## config.mk

```make
export PLATFORM = sky130hd
export DESIGN_NAME = bus_arbiter_request_buffer_flat
export DESIGN_NICKNAME = d
export VERILOG_FILES = /design/src/rtl/bus_arbiter_request_buffer_pkg.sv /design/src/rtl/bus_arbiter_request_buffer_if.sv /design/src/rtl/bus_arbiter_request_buffer_lane_fifo.sv /design/src/rtl/bus_arbiter_request_buffer.sv /design/src/flat_wrapper.sv
export SDC_FILE = /design/constraint.sdc
export NUM_CORES = 1
export LEC_CHECK = 0
export BUFFER_PORTS_ARGS = -buffer_cell sky130_fd_sc_hd__buf_2
export CORE_ASPECT_RATIO = 0.5
export CORE_MARGIN = 5
export CORE_UTILIZATION = 45
export DETAILED_ROUTE_END_ITERATION = 7
export PLACE_DENSITY = 0.65
export SYNTH_ARGS = -nofsm -noshare
export SYNTH_HDL_FRONTEND = slang
export SYNTH_HIERARCHICAL = 1
export SYNTH_SLANG_ARGS = --single-unit
```

## constraint.sdc

```tcl
create_clock -name ap_clk -period 6 [get_ports ap_clk]
set_clock_uncertainty 0.2 [all_clocks]
set_input_delay 0.3 -clock ap_clk [delete_from_list [all_inputs] [get_ports ap_clk]]
set_output_delay 0.3 -clock ap_clk [all_outputs]
set_load 0.005 [all_outputs]
```

## src/rtl/bus_arbiter_request_buffer_pkg.sv

```systemverilog
// Shared types for the arbiter request buffer:
// lane FSM states, default sizes and next-state helper.
package bus_arbiter_request_buffer_pkg;

    localparam int DEF_NUM_REQUESTS = 2;
    localparam int DEF_BUS_WIDTH    = 8;
    localparam int DEF_FIFO_DEPTH   = 4;

    typedef enum logic [1:0] {
        IDLE = 2'd0,
        REQ  = 2'd1,
        HOLD = 2'd2
    } arb_lane_state_t;

    // Lane FSM step; a disabled lane freezes in place.
    function automatic arb_lane_state_t lane_next(
        arb_lane_state_t cur,
        logic            en,
        logic            has_data,
        logic            popped
    );
        lane_next = cur;
        if (en) begin
            unique case (cur)
                IDLE:    if (has_data) lane_next = REQ;
                REQ:     if (popped) lane_next = HOLD;
                HOLD:    lane_next = has_data ? REQ : IDLE;
                default: lane_next = IDLE;
            endcase
        end
    endfunction

endpackage

```

## src/rtl/bus_arbiter_request_buffer_if.sv

```systemverilog
// Producer/arbiter-facing bundle of the request buffer.
// The buffer uses the slave modport.
interface bus_arbiter_request_buffer_if
    import bus_arbiter_request_buffer_pkg::*;
#(
    parameter int NUM_REQUESTS = DEF_NUM_REQUESTS,
    parameter int BUS_WIDTH    = DEF_BUS_WIDTH,
    parameter int CNT_WIDTH    = $clog2(DEF_FIFO_DEPTH) + 1
);
    logic [NUM_REQUESTS-1:0]                in_valid;
    logic [NUM_REQUESTS-1:0][BUS_WIDTH-1:0] in_data;
    logic [NUM_REQUESTS-1:0]                in_ready;
    logic [NUM_REQUESTS-1:0]                req;
    logic [NUM_REQUESTS-1:0]                grant;
    logic [NUM_REQUESTS-1:0][BUS_WIDTH-1:0] bus_in;
    logic [NUM_REQUESTS-1:0][CNT_WIDTH-1:0] lane_count;
    logic                                   grant_err;

    modport master (
        output in_valid, in_data, grant,
        input  in_ready, req, bus_in, lane_count, grant_err
    );

    modport slave (
        input  in_valid, in_data, grant,
        output in_ready, req, bus_in, lane_count, grant_err
    );

endinterface

```

## src/rtl/bus_arbiter_request_buffer_lane_fifo.sv

```systemverilog
// Per-lane FIFO: counter-based full/empty,
// wrapping pointers, head forced to 0 when empty.
module bus_arbiter_lane_fifo #(
    parameter int DEPTH = 4,
    parameter int WIDTH = 8,
    parameter int CW    = $clog2(DEPTH) + 1
) (
    input  logic             clk,
    input  logic             rst_n,
    input  logic             push,
    input  logic             pop,
    input  logic [WIDTH-1:0] wdata,
    output logic [WIDTH-1:0] head,
    output logic [CW-1:0]    count,
    output logic             full,
    output logic             empty
);
    localparam int AW = $clog2(DEPTH);

    logic [WIDTH-1:0] mem [DEPTH];
    logic [AW-1:0]    wr_ptr;
    logic [AW-1:0]    rd_ptr;
    logic             do_push;
    logic             do_pop;

    assign full    = (count == CW'(DEPTH));
    assign empty   = (count == '0);
    assign do_push = push && !full;
    assign do_pop  = pop && !empty;
    assign head    = empty ? '0 : mem[rd_ptr];

    // Pointer and occupancy bookkeeping.
    always_ff @(posedge clk) begin
        if (!rst_n) begin
            wr_ptr <= '0;
            rd_ptr <= '0;
            count  <= '0;
        end else begin
            if (do_push) wr_ptr <= wr_ptr + 1'b1;
            if (do_pop)  rd_ptr <= rd_ptr + 1'b1;
            if (do_push && !do_pop)
                count <= count + 1'b1;
            else if (!do_push && do_pop)
                count <= count - 1'b1;
        end
    end

    // Storage array; contents are don't-care while empty.
    always_ff @(posedge clk) begin
        if (do_push) mem[wr_ptr] <= wdata;
    end

endmodule

```

## src/rtl/bus_arbiter_request_buffer.sv

```systemverilog
// Lane FIFOs feeding the bus arbiter: per-lane req FSM,
// grant legality check and sticky grant error flag.
module bus_arbiter_request_buffer
    import bus_arbiter_request_buffer_pkg::*;
#(
    parameter int NUM_REQUESTS = DEF_NUM_REQUESTS,
    parameter int BUS_WIDTH    = DEF_BUS_WIDTH,
    parameter int FIFO_DEPTH   = DEF_FIFO_DEPTH
) (
    input logic ap_clk,
    input logic ap_rst_n,
    input logic enable,
    bus_arbiter_request_buffer_if.slave bus
);
    localparam int CNT_WIDTH = $clog2(FIFO_DEPTH) + 1;

    arb_lane_state_t state_q [NUM_REQUESTS];
    arb_lane_state_t state_d [NUM_REQUESTS];

    logic [NUM_REQUESTS-1:0]                full;
    logic [NUM_REQUESTS-1:0]                empty;
    logic [NUM_REQUESTS-1:0]                push;
    logic [NUM_REQUESTS-1:0]                pop;
    logic [NUM_REQUESTS-1:0]                in_req;
    logic [NUM_REQUESTS-1:0][BUS_WIDTH-1:0] head;
    logic [NUM_REQUESTS-1:0][CNT_WIDTH-1:0] count;
    logic                                   grant_legal;
    logic                                   grant_bad;
    logic                                   grant_err_q;

    for (genvar i = 0; i < NUM_REQUESTS; i++) begin : g_lane
        assign in_req[i] = (state_q[i] == REQ);

        bus_arbiter_lane_fifo #(
            .DEPTH (FIFO_DEPTH),
            .WIDTH (BUS_WIDTH),
            .CW    (CNT_WIDTH)
        ) u_fifo (
            .clk   (ap_clk),
            .rst_n (ap_rst_n),
            .push  (push[i]),
            .pop   (pop[i]),
            .wdata (bus.in_data[i]),
            .head  (head[i]),
            .count (count[i]),
            .full  (full[i]),
            .empty (empty[i])
        );
    end

    assign push           = bus.in_valid & ~full;
    assign bus.in_ready   = ~full;
    assign bus.req        = in_req & {NUM_REQUESTS{enable}};
    assign bus.bus_in     = head;
    assign bus.lane_count = count;
    assign bus.grant_err  = grant_err_q;

    // A grant is honoured only when one-hot, enabled and aimed at a REQ lane.
    always_comb begin
        grant_legal = enable
                   && $onehot0(bus.grant)
                   && ((bus.grant & ~in_req) == '0);
        grant_bad   = (|bus.grant) && !grant_legal;
        pop         = grant_legal ? bus.grant : '0;
    end

    // Lane next-state: data presence counts a push landing this edge.
    always_comb begin
        for (int i = 0; i < NUM_REQUESTS; i++) begin
            state_d[i] = lane_next(state_q[i], enable,
                                   !empty[i] || push[i], pop[i]);
        end
    end

    // Lane state registers.
    always_ff @(posedge ap_clk) begin
        if (!ap_rst_n) begin
            for (int i = 0; i < NUM_REQUESTS; i++) state_q[i] <= IDLE;
        end else begin
            state_q <= state_d;
        end
    end

    // Sticky illegal-grant flag, cleared only by reset.
    always_ff @(posedge ap_clk) begin
        if (!ap_rst_n)      grant_err_q <= 1'b0;
        else if (grant_bad) grant_err_q <= 1'b1;
    end

endmodule

```

## src/flat_wrapper.sv

```systemverilog
// flat-port wrapper written by rule: the top's interface ports become plain ports
module bus_arbiter_request_buffer_flat import bus_arbiter_request_buffer_pkg::*;
#(
    parameter int NUM_REQUESTS = DEF_NUM_REQUESTS,
    parameter int BUS_WIDTH    = DEF_BUS_WIDTH,
    parameter int FIFO_DEPTH   = DEF_FIFO_DEPTH
)
  (ap_clk, ap_rst_n, enable, bus_in_valid, bus_in_data, bus_grant, bus_in_ready, bus_req, bus_bus_in, bus_lane_count, bus_grant_err);
  bus_arbiter_request_buffer_if #(.NUM_REQUESTS(NUM_REQUESTS), .BUS_WIDTH(BUS_WIDTH), .CNT_WIDTH(($clog2((4)) + 1))) bus_i ();
  input logic ap_clk;
  input logic ap_rst_n;
  input logic enable;
  input wire logic [$bits(bus_i.in_valid)-1:0] bus_in_valid;
  input wire logic [$bits(bus_i.in_data)-1:0] bus_in_data;
  input wire logic [$bits(bus_i.grant)-1:0] bus_grant;
  output wire logic [$bits(bus_i.in_ready)-1:0] bus_in_ready;
  output wire logic [$bits(bus_i.req)-1:0] bus_req;
  output wire logic [$bits(bus_i.bus_in)-1:0] bus_bus_in;
  output wire logic [$bits(bus_i.lane_count)-1:0] bus_lane_count;
  output wire logic [$bits(bus_i.grant_err)-1:0] bus_grant_err;
  assign bus_i.in_valid = bus_in_valid;
  assign bus_i.in_data = bus_in_data;
  assign bus_i.grant = bus_grant;
  assign bus_in_ready = bus_i.in_ready;
  assign bus_req = bus_i.req;
  assign bus_bus_in = bus_i.bus_in;
  assign bus_lane_count = bus_i.lane_count;
  assign bus_grant_err = bus_i.grant_err;
  bus_arbiter_request_buffer #(.NUM_REQUESTS(NUM_REQUESTS), .BUS_WIDTH(BUS_WIDTH), .FIFO_DEPTH(FIFO_DEPTH)) u_core (.ap_clk(ap_clk), .ap_rst_n(ap_rst_n), .enable(enable), .bus(bus_i));
endmodule
```

==> results by group <==
Clock tree
  • Total number of clock tree sinks: 87
  • Worst-skew pair later-pin latency: 0.33 ns
  • TritonCTS clock tree: done
  • Maximum buffer depth of the clock tree: 2
  • Number of CTS-inserted buffers: 9
  • Reg clk slew, reported paths: 0.06 ns
  • Level count of the clock H-tree: 3
  • CTS resizes: 0
  • Library cell used as clock root buffer: sky130_fd_sc_hd__clkbuf_16

STA
  • RSZ-0062 raised after global routing: no
  • Relative slew margins: 62.04%
  • Transition at the pin with the smallest max-transition slack: 0.5686 ns
  • Number of setup violations in the final report: 0
  • Count of pins over their slew limit: 0
  • Final worst-path cycle share: 48.76%
  • Fmax: 341.8 MHz
  • Fin crit period: 2.926 ns
  • Fin. Hold Viols: 0
  • Worst hold slack: 0.09493 ns
  • Setup TNS after final layout: 0 ns

Final layout
  • Synthesis-to-layout area growth: 21.59%
  • Number of non-filler instances in the completed layout: 418
  • Proportion of layout cells with a drive suffix above 1: 32.68%
  • Post-route cell area: 4546 um^2
  • Net count reported at finish: 336
  • Antenna diode instance count: 0

Critical path
  • Startpoint of the worst setup timing path: u_core/g_lane[0].u_fifo/count[0]
  • Worst Path Buf+Inv: 1
  • Startpoint kind of the worst setup timing path: flip-flop
  • Critical path class: flip-flop to flip-flop
  • Kind of cell adding the most delay to the critical path: simple AND/OR/NAND/NOR gates
  • Slowest stage cell on the critical path: sky130_fd_sc_hd__dfxtp_1
  • Required time reported for the critical path endpoint: 6.03 ns
  • Biggest fanout along the worst timing path: 7
  • Most frequent cell on the critical path: sky130_fd_sc_hd__nor2b_1
  • Endpoint class of the critical path: flip-flop
  • Worst path cell trace: nor3b_2 > nor2b_1 > nor2b_1 > ha_1 > inv_1 > fa_1 > xor2_1 > or3_1 > a21boi_0
  • Launching point of the worst reg2reg path: u_core/g_lane[0].u_fifo/count[0]
  • CP arrival: 2.96 ns
  • Delay of the slowest critical-path stage: 0.49 ns

Flow run
  • Count of maximum capacitance violations: 0

Synthesis
  • Number of flip-flops and latches in the synthesized netlist: 87
  • Mapped Area: 3739 um^2
  • Synth Instances: 233
  • Top-area cell type share of the netlist area: 51.41%
  • Area leader, netlist: sky130_fd_sc_hd__edfxtp_1
  • Post-Syn Nets: 268
  • Post-synthesis area per instance: 16.05 um^2
  • Post-synthesis async set-or-reset flop share: 0%
  • Leading cell type by number of instances after synthesis: sky130_fd_sc_hd__edfxtp_1
  • Proportion of synthesized chip area in sequential cells: 63.72%
  • Most instantiated flip-flop cell in the synthesis netlist: sky130_fd_sc_hd__edfxtp_1
  • Top cells by count, synth: sky130_fd_sc_hd__edfxtp_1, sky130_fd_sc_hd__dfxtp_1, sky130_fd_sc_hd__mux4_2, sky130_fd_sc_hd__nor2b_1, sky130_fd_sc_hd__and2_1
  • Number of flops mapped to enable cells by yosys: 64
  • Total number of yosys warnings: 6
  • Unique masters post-synth: 32
  • Cells taking the most area after synthesis: sky130_fd_sc_hd__edfxtp_1, sky130_fd_sc_hd__dfxtp_1, sky130_fd_sc_hd__mux4_2, sky130_fd_sc_hd__ha_1, sky130_fd_sc_hd__nor2b_4

Routing
  • Total routed wirelength: 6497 um
  • DRC: 0
  • Number of optimization iterations in the first detailed-route pass: 4
  • Initial drt markers: 140
  • Via count of the routed design: 2059
  • Via-per-instance ratio: 4.926
  • Post-DRT Antenna Nets: 0
  • WL/cell: 15.54 um

Floorplan
  • Die ar.: 10340 um^2
  • DIE WIDTH: 138.9 um
  • Core footprint: 8058 um^2
  • Initial Util: 46.40%
  • Die Y: 74.45 um
  • Count of boundary I/O pins: 50
  • Number of standard-cell rows in the floorplan: 23

Global routing
  • Largest net degree at the start of global routing: 26
  • Global-route wire length before repair: 11000 um
  • Remaining global-route overflow: 0
  • Number of antenna violations at the first check in global routing: 0
  • Total routing resource utilization after global routing: 13.95%
  • Vias in the first global route: 2252

Hold path
  • Start point of the worst min-delay path: bus_grant[0]
  • Kind of path behind the tightest hold check: input pin to flip-flop

Pwr
  • Maximum vdd ir drop: 146.4 uV
  • Power density over cell area: 421.4 nW/um^2
  • Leakage power: 0.001696 uW

Placement
  • Placed Area: 4071 um^2
  • Count of port buffers added during placement: 49
  • Dpl cells: 386
  • Global placer's final weighted congestion: 0.7710
  • Final HPWL DP: 4613 um

Status
  • Outcome: completed
layout by cell type, fill, tap and decap left out, types with 2 or more instances in the layout:
cell type                       synthesis  routed
sky130_fd_sc_hd__bufinv_16              0       2
sky130_fd_sc_hd__o31ai_2                2       2
sky130_fd_sc_hd__xnor2_1                4       4
sky130_fd_sc_hd__o21ai_0                3       3
sky130_fd_sc_hd__nor2b_1               16      16
sky130_fd_sc_hd__nor3b_2                2       2
sky130_fd_sc_hd__nor3_2                 0       2
sky130_fd_sc_hd__dfxtp_1               23      23
sky130_fd_sc_hd__xor2_1                 2       2
sky130_fd_sc_hd__or3_1                  4       4
sky130_fd_sc_hd__ha_1                  10      10
sky130_fd_sc_hd__a21boi_0               2       2
sky130_fd_sc_hd__fa_1                   2       2
sky130_fd_sc_hd__inv_1                 11      11
sky130_fd_sc_hd__mux4_2                16      16
sky130_fd_sc_hd__nand2_1               12      12
sky130_fd_sc_hd__clkbuf_16              0       9
sky130_fd_sc_hd__edfxtp_1              64      64
sky130_fd_sc_hd__mux2i_1                6       6
sky130_fd_sc_hd__dlygate4sd3_1          0      16
sky130_fd_sc_hd__nor2b_4                8       8
sky130_fd_sc_hd__a21oi_1                3       3
sky130_fd_sc_hd__o21a_1                 4       4
sky130_fd_sc_hd__buf_4                  2       2
sky130_fd_sc_hd__nor4_2                 2       2
sky130_fd_sc_hd__a21boi_1               2       2
sky130_fd_sc_hd__and2_1                14      14
sky130_fd_sc_hd__buf_2                  0      49
sky130_fd_sc_hd__nor2_1                 3       3
sky130_fd_sc_hd__o221a_2                2       2
sky130_fd_sc_hd__o21ai_1                2       2
kinds of logic (layout without fill, tap and decap cells):
group                    after synthesis  in the layout  synth area share, %
buffers and inverters                 22             95                3.280
AND/OR/NAND/NOR                       63             63                11.75
AO/OA/AOI/OAI                         21             21                4.183
adder cells (fa/ha/maj)               12             12                4.418
multiplexers                          22             22                11.25
flip-flops                            87             87                63.72
XOR/XNOR                               6              6                1.406
per-layer routing:
metal / wire length, um / vias up / share of wire (%) / track usage [%]
met5: 0 / - / 0 / 0
met4: 116 / 0 / 1.8 / 5.748
met3: 259 / 13 / 4.0 / 4.881
met2: 3481 / 30 / 54 / 25.26
met1: 2639 / 1030 / 41 / 15.54
li1: - / 986 / - / -
report_power, final:
part           total, uW  switching, uW  internal [uW]  leakage [uW]
registers            811           62.8            748      0.000774
clock network        579            216            363      0.000150
logic                526            274            251      0.000772
total               1920            553           1360       0.00170
per-stage QoR:
| stage | total power (uW) | worst slack [ns] | utilization (%) |
|---|---|---|---|
| 3_3_place_gp | 1324 | 3.345 | 50.53 |
| 6_report | 1916 | 3.074 | 56.41 |
| 4_1_cts | 1946 | 3.061 | 56.41 |
| 5_1_grt | 2030 | 2.892 | 56.41 |
| 3_5_place_dp | 1357 | 3.069 | 50.53 |
| 2_1_floorplan | 1167 | 3.590 | - |
worst paths after layout:
check | cells after the start | end | slack, ns
max reg2reg | 9 | u_core/g_lane[0].u_fifo/count[2] | 3.07
min reg2reg | 2 | u_core/g_lane[0].u_fifo/wr_ptr[0] | 0.31
min | 3 | u_core/bus.grant_err | 0.09
max | 9 | u_core/g_lane[0].u_fifo/count[2] | 3.07
final cells by class:
class | instances | area, um^2
inverters | 12 | 45.04
clock buffers | 10 | 229.0
multi-input cells | 124 | 1244
repair buffers | 67 | 420.4
clock inverters | 6 | 85.08
flip-flops and latches | 87 | 2382
well taps | 112 | 140.1
fillers | 663 | 3512
flip-flops by register name, indices dropped and copies added (netlist names), named ones only:
register	flops
u_core/g_lane.u_fifo/mem	64
u_core/state_q	4
u_core/bus.grant_err	1
u_core/g_lane.u_fifo/wr_ptr	4
u_core/g_lane.u_fifo/rd_ptr	4
u_core/g_lane.u_fifo/count	6
worst min-delay path: stages:
cell                      delay, ns
sky130_fd_sc_hd__buf_2         0.13
sky130_fd_sc_hd__o21ai_0       0.08
sky130_fd_sc_hd__a21oi_1       0.07
timing repair:
item,4_1_cts,5_1_grt
hold endpoints to repair,64,0
hold buffers,16,0
buffers inserted,0,0
No activity file was read; power rests on OpenSTA's default activity.
